### src/rtl/gfx_pkg.sv
// gfx_pkg: coordinate width, screen defaults and shared types for the rasteriser output stages.
package gfx_pkg;
    localparam int COORD_W     = 11;
    localparam int DEF_H_RES   = 640;
    localparam int DEF_V_RES   = 480;
    localparam int DEF_COLOR_W = 8;

    typedef logic [COORD_W-1:0] coord_t;

    typedef struct packed {
        coord_t                 x;
        coord_t                 y;
        logic [DEF_COLOR_W-1:0] color;
    } pixel_t;

    typedef enum logic {
        LS_IDLE,
        LS_PENDING
    } line_state_t;
endpackage

### src/rtl/sync_fifo.sv
// sync_fifo: single-clock FIFO with combinational head read and an occupancy count.
module sync_fifo #(
    parameter int WIDTH = 8,
    parameter int DEPTH = 16
) (
    input  logic                     clk,
    input  logic                     rst,
    input  logic                     push_i,
    input  logic                     pop_i,
    input  logic [WIDTH-1:0]         wdata_i,
    output logic [WIDTH-1:0]         rdata_o,
    output logic                     full_o,
    output logic                     empty_o,
    output logic [$clog2(DEPTH):0]   count_o
);
    localparam int AW = $clog2(DEPTH);

    logic [WIDTH-1:0] mem_q [DEPTH];
    logic [AW-1:0]    wr_q, rd_q;
    logic [AW:0]      cnt_q;

    always_ff @(posedge clk) begin
        if (push_i) mem_q[wr_q] <= wdata_i;
    end

    always_ff @(posedge clk) begin
        if (rst) begin
            wr_q  <= '0;
            rd_q  <= '0;
            cnt_q <= '0;
        end else begin
            if (push_i) wr_q <= wr_q + 1'b1;
            if (pop_i) rd_q <= rd_q + 1'b1;
            cnt_q <= cnt_q + (AW+1)'(push_i) - (AW+1)'(pop_i);
        end
    end

    assign rdata_o = mem_q[rd_q];
    assign full_o  = cnt_q == (AW+1)'(DEPTH);
    assign empty_o = cnt_q == '0;
    assign count_o = cnt_q;
endmodule

### src/rtl/pixel_writer.sv
// pixel_writer: buffers rasteriser pixels and issues one framebuffer write per pixel.
// Define PIXEL_WRITER_CLIP_EN to drop off-screen pixels and count them in clip_cnt.
module pixel_writer
    import gfx_pkg::*;
#(
    parameter int H_RES      = DEF_H_RES,
    parameter int V_RES      = DEF_V_RES,
    parameter int FIFO_DEPTH = 16,
    parameter int ADDR_W     = 19,
    parameter int COLOR_W    = DEF_COLOR_W
) (
    input  logic               clk,
    input  logic               rst,
    input  logic               plot,
    input  logic [COORD_W-1:0] x,
    input  logic [COORD_W-1:0] y,
    input  logic [COLOR_W-1:0] color,
    input  logic               line_done_in,
    output logic               mem_req,
    output logic [ADDR_W-1:0]  mem_addr,
    output logic [COLOR_W-1:0] mem_data,
    input  logic               mem_ack,
    output logic               line_done,
    output logic               idle,
    output logic               almost_full,
    output logic               overflow,
    output logic [15:0]        clip_cnt
);
    localparam int CNT_W = $clog2(FIFO_DEPTH) + 1;

    typedef struct packed {
        coord_t             x;
        coord_t             y;
        logic [COLOR_W-1:0] color;
    } entry_t;

    entry_t             head;
    logic               full, empty, push, pop, push_req, clip, off_screen;
    logic [CNT_W-1:0]   count, count_nx;
    logic               req_q, req_d, idle_q, idle_d, af_q, af_d, ovf_q, ovf_d, ld_q, ld_d;
    logic [ADDR_W-1:0]  addr_q, addr_d;
    logic [COLOR_W-1:0] data_q, data_d;
    line_state_t        st_q, st_d;

`ifdef PIXEL_WRITER_CLIP_EN
    localparam bit CLIP_EN = 1'b1;
    logic [15:0] clip_q;
    always_ff @(posedge clk) begin
        if (rst) clip_q <= '0;
        else if (clip && clip_q != 16'hFFFF) clip_q <= clip_q + 16'd1;
    end
    assign clip_cnt = clip_q;
`else
    localparam bit CLIP_EN = 1'b0;
    assign clip_cnt = '0;
`endif

    assign off_screen = (int'(x) >= H_RES) || (int'(y) >= V_RES);
    assign clip       = CLIP_EN && plot && off_screen;

    sync_fifo #(
        .WIDTH($bits(entry_t)),
        .DEPTH(FIFO_DEPTH)
    ) u_fifo (
        .clk     (clk),
        .rst     (rst),
        .push_i  (push),
        .pop_i   (pop),
        .wdata_i ({x, y, color}),
        .rdata_o (head),
        .full_o  (full),
        .empty_o (empty),
        .count_o (count)
    );

    // idle/almost_full are registered from the post-cycle occupancy so they match the state they describe
    always_comb begin
        push_req = plot && !clip;
        pop      = (!req_q || mem_ack) && !empty;
        push     = push_req && (!full || pop);
        count_nx = count + CNT_W'(push) - CNT_W'(pop);
        req_d    = pop || (req_q && !mem_ack);
        addr_d   = pop ? ADDR_W'(32'(head.y) * 32'(H_RES) + 32'(head.x)) : addr_q;
        data_d   = pop ? head.color : data_q;
        idle_d   = (count_nx == '0) && !req_d;
        af_d     = count_nx >= CNT_W'(FIFO_DEPTH - 2);
        ovf_d    = ovf_q || (push_req && !push);
        st_d     = (st_q == LS_IDLE) ? (line_done_in ? LS_PENDING : LS_IDLE)
                                     : (idle_d ? LS_IDLE : LS_PENDING);
        ld_d     = (st_q == LS_PENDING) && idle_d;
    end

    always_ff @(posedge clk) begin
        if (rst) begin
            req_q  <= 1'b0;
            addr_q <= '0;
            data_q <= '0;
            idle_q <= 1'b1;
            af_q   <= 1'b0;
            ovf_q  <= 1'b0;
            ld_q   <= 1'b0;
            st_q   <= LS_IDLE;
        end else begin
            req_q  <= req_d;
            addr_q <= addr_d;
            data_q <= data_d;
            idle_q <= idle_d;
            af_q   <= af_d;
            ovf_q  <= ovf_d;
            ld_q   <= ld_d;
            st_q   <= st_d;
        end
    end

    assign mem_req     = req_q;
    assign mem_addr    = addr_q;
    assign mem_data    = data_q;
    assign idle        = idle_q;
    assign almost_full = af_q;
    assign overflow    = ovf_q;
    assign line_done   = ld_q;
endmodule

### config.mk
export PLATFORM = sky130hd
export DESIGN_NAME = pixel_writer
export DESIGN_NICKNAME = d
export VERILOG_FILES = /design/src/rtl/gfx_pkg.sv /design/src/rtl/sync_fifo.sv /design/src/rtl/pixel_writer.sv
export SDC_FILE = /design/constraint.sdc
export NUM_CORES = 1
export LEC_CHECK = 0
export CORE_ASPECT_RATIO = 0.7
export CORE_MARGIN = 4
export CORE_UTILIZATION = 55
export CTS_BUF_LIST = sky130_fd_sc_hd__clkbuf_8
export DETAILED_ROUTE_END_ITERATION = 16
export PLACE_DENSITY = 0.8
export SLEW_MARGIN = 0
export SYNTH_ARGS = -nofsm -noshare
export SYNTH_HDL_FRONTEND = slang
export SYNTH_SLANG_ARGS = --single-unit
### constraint.sdc
create_clock -name clk -period 5.21 [get_ports clk]
set_input_delay 1.042 -clock clk [delete_from_list [all_inputs] [get_ports clk]]
set_output_delay 1.042 -clock clk [all_outputs]
set_load 0.01 [all_outputs]
Word-level counts from Yosys, hierarchy flattened
Memory sizes are Yosys's and may differ from the RTL's. A register that Yosys moved wholly into a read port is not among the register bits.
Index checks and enable logic that the tools add are counted.
{ "word_totals": {"regBits": 46, "ram_bits": 480, "input_bits": 35, "out_inout_bits": 48, "word_cells": 45, "mem_count": 1} }
{ "mem_list": {"columns": ["name", "depth", "word_bits", "read_ports", "rd_ports_with_merged_regs", "write_ports", "line_no", "rtl"], "rows": [
  ["u_fifo.mem_q", 16, 30, 1, 1, 1, "sync_fifo.sv:18", "logic [WIDTH-1:0] mem_q [DEPTH];"]
]} }
{ "op_classes": {"add_sub_neg": 5, "mul": 1, "n_lt_le_gt_ge": 1, "eq_ne": 1, "n_mux": 7, "reduce_logical": 18} }
{ "op_table": {"columns": ["cell", "n"], "rows": [
  ["$add 19x11->19", 1],
  ["$mul 11x3->12 const B", 1],
  ["$logic_not 5->1", 2],
  ["$add 4x1->4 const B", 2],
  ["$mux 4", 2],
  ["$logic_and 1x1->1", 6],
  ["$logic_not 1->1", 6],
  ["$add 5x1->5", 1],
  ["$eq 5x5->1 const B", 1],
  ["$ge 5x4->1 const B", 1],
  ["$mux 1", 5],
  ["$sub 5x1->5", 1],
  ["$logic_or 1x1->1", 4]
]} }

Logic depth before layout (Yosys ltp)
{ "depth": {"depth_word": 11, "mapped_depth": 17, "ltp_nobuf": 15} }

Cells and area by module
From an unflattened synthesis, not the netlist that was laid out.
{ "unflattened": {"hier_cells": 1097, "hier_area_um2": 21366.7} }
{ "modules_own_cells": {"columns": ["mod", "n_inst", "cells_per_inst", "area_each_um2", "seq_area_each_um2"], "rows": [
  ["sync_fifo", 1, 831, 19130.8, 14754.2],
  ["pixel_writer", 1, 266, 2235.9, 660.6]
]} }

Worst setup path before layout
Ideal clock, no wire load.
{ "synth_path": {"kind": "register to register", "from": "register (tool-made name)", "to": "register addr_q[18] (netlist: mem_addr[18])", "setup_ns": 0.095, "arrival_time_ns": 4.534, "setup_slack_ns": 0.580, "stages_incl_launch_ff": 15, "synth_period_minus_slack_ns": 4.630, "cell_sequence": "dfxtp_1 -> buf_6 -> buf_2 -> buf_2 -> mux4_2 -> mux4_2 -> ha_1 -> ha_1 -> fa_1 -> xor2_1 -> o211ai_1 -> nor4_2 -> nand4b_1 -> or3_1 -> o311ai_1"} }
{ "synth_lines": {"columns": ["element", "line_no", "rtl"], "rows": [
  ["end signal, assigned", "pixel_writer.sv:105", "addr_q <= addr_d;"],
  ["end, declared", "pixel_writer.sv:41", "logic [ADDR_W-1:0] addr_q, addr_d;"]
]} }

==> flow_metrics.py <==
metrics = {
    "status": {
        "status": "finished, final reports clean",
    },
    "global_routing": {
        "antenna_found_initial": 4,
        "grt_pass1_wl_microns": 67700,
        "grt_pass1_vias": 10700,
        "grt_usage_pct": 22.5,
        "grt-ovfl-total": 0,
        "grt_max_degree": 56,
    },
    "sta": {
        "worst_clock_skew_ps": 45.2,
        "fmax_mhz": 217,
        "hold_viol": 0,
        "tightestPinTransition_ps": 1010,
        "slew_viol_final": 0,
        "setup_viol": 0,
        "finalWorstSetupSlack_ps": 597,
        "fin_crit_ps": 4610,
        "timing.slew.headroom_pct": 33.0,
        "rsz0062_at_grt": "no",
        "fin_crit_sh_pct": 88.5,
        "tns_ps": 0,
    },
    "cells_and_area": {
        "drive_gt1_share_pct": 26.5,
        "fill_cells": 2416,
        "area_growth_syn_to_layout_pct": 14.0,
        "final_nets": 1224,
        "final_cells": 1708,
        "fin_util_pct": 63.8,
    },
    "critical_path": {
        "rrSetupSlack_ps": 600,
        "crit_path_end_kind": "flop",
        "r2r_cells": 11,
        "crit_fanout": 27,
        "worst_ep_required_time_ps": 5730,
        "worstSetupStartpointType": "flop",
        "critPathKind": "flop to flop",
        "reg2reg_to": "mem_addr[18]",
        "cp_data_arrival_time_ps": 5140,
        "crit_end": "mem_addr[18]",
    },
    "floorplan": {
        "fp-row-count": 59,
        "fp.dieW_microns": 241,
        "die_y_microns": 171,
        "io_pins": 83,
        "start_util_pct": 56.0,
        "fp.dieArea_sq_um": 41300,
        "coreArea_sq_um": 37400,
    },
    "drt": {
        "dr.pass1.iters": 5,
        "totalWireLength_microns": 45000,
        "via_per_inst": 6.13,
        "drt_iter0_markers": 1211,
        "antenna_left": 0,
        "wl_per_cell_microns": 26.4,
        "drc": 0,
        "dr_total_vias": 10500,
    },
    "placement": {
        "port_buffers": 66,
        "gp_congestion": 0.821,
        "placedCellCount": 1562,
        "dpl.hpwl_microns": 26600,
        "pre_cts_slack_ps": 654,
    },
    "clock_tree": {
        "clk_path_buf_depth": 3,
        "clock_latency_ps": 640,
        "cts_tree": "done",
        "cts.htree.levels": 3,
        "cts-root-buf": "clkbuf_8",
        "path_clk_slew_ps": 70,
        "post_cts_resized": 0,
        "ctsHoldBuffers": 0,
        "cts_buffers": 78,
        "clkSinkCount": 530,
        "post-cts-setup-buffers": 0,
    },
    "logic_synthesis": {
        "yosysUniqueCellTypes": 49,
        "postSynth.asyncResetShare_pct": 0,
        "synth.most_common_cell": "edfxtp_1",
        "yosysTopAreaCell": "edfxtp_1",
        "netlist_area_sq_um": 20900,
        "synth_edf_count": 480,
        "syn_inst": 1012,
        "syn_avg_cell_area_sq_um": 20.7,
        "ys_seq_area_share_pct": 73.7,
        "yosys_warnings": 0,
        "synth_flop_cell": "edfxtp_1",
        "ys_seq_elements": 530,
        "synth_top_area_share_pct": 68.9,
        "synth_common_cells": "edfxtp_1, mux4_2, dfxtp_1",
        "synth.area.top_cells": "edfxtp_1, mux4_2, dfxtp_1, ha_1, nand2_1",
    },
    "hold_path": {
        "min_from": "mem_addr[0]",
        "holdCritPathClass": "flop to flop",
    },
    "power": {
        "peakVddDrop_v": 0.000407,
        "powerDensity_nw_per_um2": 518,
        "p_leak_nw": 7.85,
    },
    "run": {
        "cap_viol_max_count": 0,
    },
}
worst max-delay path, cell delays in order (launching register included):
cell and delay [ps]:
dfxtp_4 660, buf_4 360, mux4_2 540, mux4_2 520, ha_1 310, ha_1 410
xor2_1 370, o211ai_1 160, nor4_2 280, nand4b_1 230, or3_1 410, o311ai_1 220
layer usage:
| layer | share of wire, % | wire (microns) | up-vias | track usage, % |
|---|---|---|---|---|
| met5 | 0.091 | 41 | - | 0 |
| met4 | 2.2 | 988 | 6 | 6.23 |
| met3 | 9.2 | 4150 | 78 | 5.72 |
| met2 | 47 | 21100 | 528 | 34.5 |
| met1 | 42 | 18700 | 5448 | 33.0 |
| li1 | - | - | 4407 | - |
metrics by stage:
step / hold WS, ps / cell area [sq um] / power (mW)
3_3_place_gp: 443 / 22300 / 8.96
3_5_place_dp: 451 / 22300 / 9.08
4_1_cts: 459 / 23800 / 12.4
2_1_floorplan: 468 / 21000 / 7.98
5_1_grt: 470 / 23800 / 13.0
6_report: 460 / 23800 / 12.3
state kept, by name (all words and copies together), names as in the netlist, 4 cells and up, named ones only:
register        count
mem_data            8
u_fifo.mem_q      480
mem_addr           19
u_fifo.wr_q         4
u_fifo.count_o      5
u_fifo.rd_q         4
worst min path at each step:
| stage | cells past startpoint | slack [ps] | endpoint |
|---|---|---|---|
| 4_1_cts | 2 | 460 | mem_addr[0] |
| 2_1_floorplan | 2 | 470 | flop |
| 5_1_grt | 2 | 470 | mem_addr[1] |
| 3_5_place_dp | 2 | 450 | mem_addr[0] |
| 6_report | 2 | 460 | mem_addr[0] |
| 3_3_place_gp | 2 | 440 | mem_data[6] |
cell families after synthesis:
family	after synthesis	synth area share, %
XOR/XNOR	18	0.790
multiplexers	152	16.3
buffers and inverters	78	1.81
adder cells (fa/ha/maj)	35	2.20
AO/OA/AOI/OAI	65	1.96
flip-flops	530	73.7
AND/OR/NAND/NOR	133	3.26
other	1	0.0179
layout make-up:
| cell class | instances | area (sq um) | share of cell area [%] |
|---|---|---|---|
| tap | 488 | 611 | 2.56 |
| clock buffer | 93 | 1280 | 5.37 |
| sequential | 530 | 15400 | 64.7 |
| antenna | 1 | 2.50 | 0.0105 |
| multi-input combinational | 419 | 5190 | 21.8 |
| inverter | 16 | 60.1 | 0.252 |
| clock inverter | 52 | 287 | 1.20 |
| timing repair buffer | 109 | 978 | 4.10 |
where the power goes:
part / switching (mW) / internal [mW] / total (mW) / leakage, nW
sequential: 0.199 / 4.84 / 5.04 / 4.75
combinational: 2.07 / 1.92 / 3.99 / 2.17
clock: 1.58 / 1.73 / 3.31 / 0.927
total: 3.85 / 8.50 / 12.3 / 7.85
layout by cell type (no fill, tap or decap), types with 8 or more instances in the layout:
master,instances
ha_1,32
inv_1,49
clkinv_1,8
dfxtp_1,46
mux4_2,150
edfxtp_1,480
conb_1,16
nor2b_1,10
clkbuf_8,93
nor2_1,24
clkdlybuf4s50_1,65
buf_4,43
xor2_1,10
nand2_1,44
and2_2,16
a21oi_1,32
No activity file was read; power rests on OpenSTA's default activity.
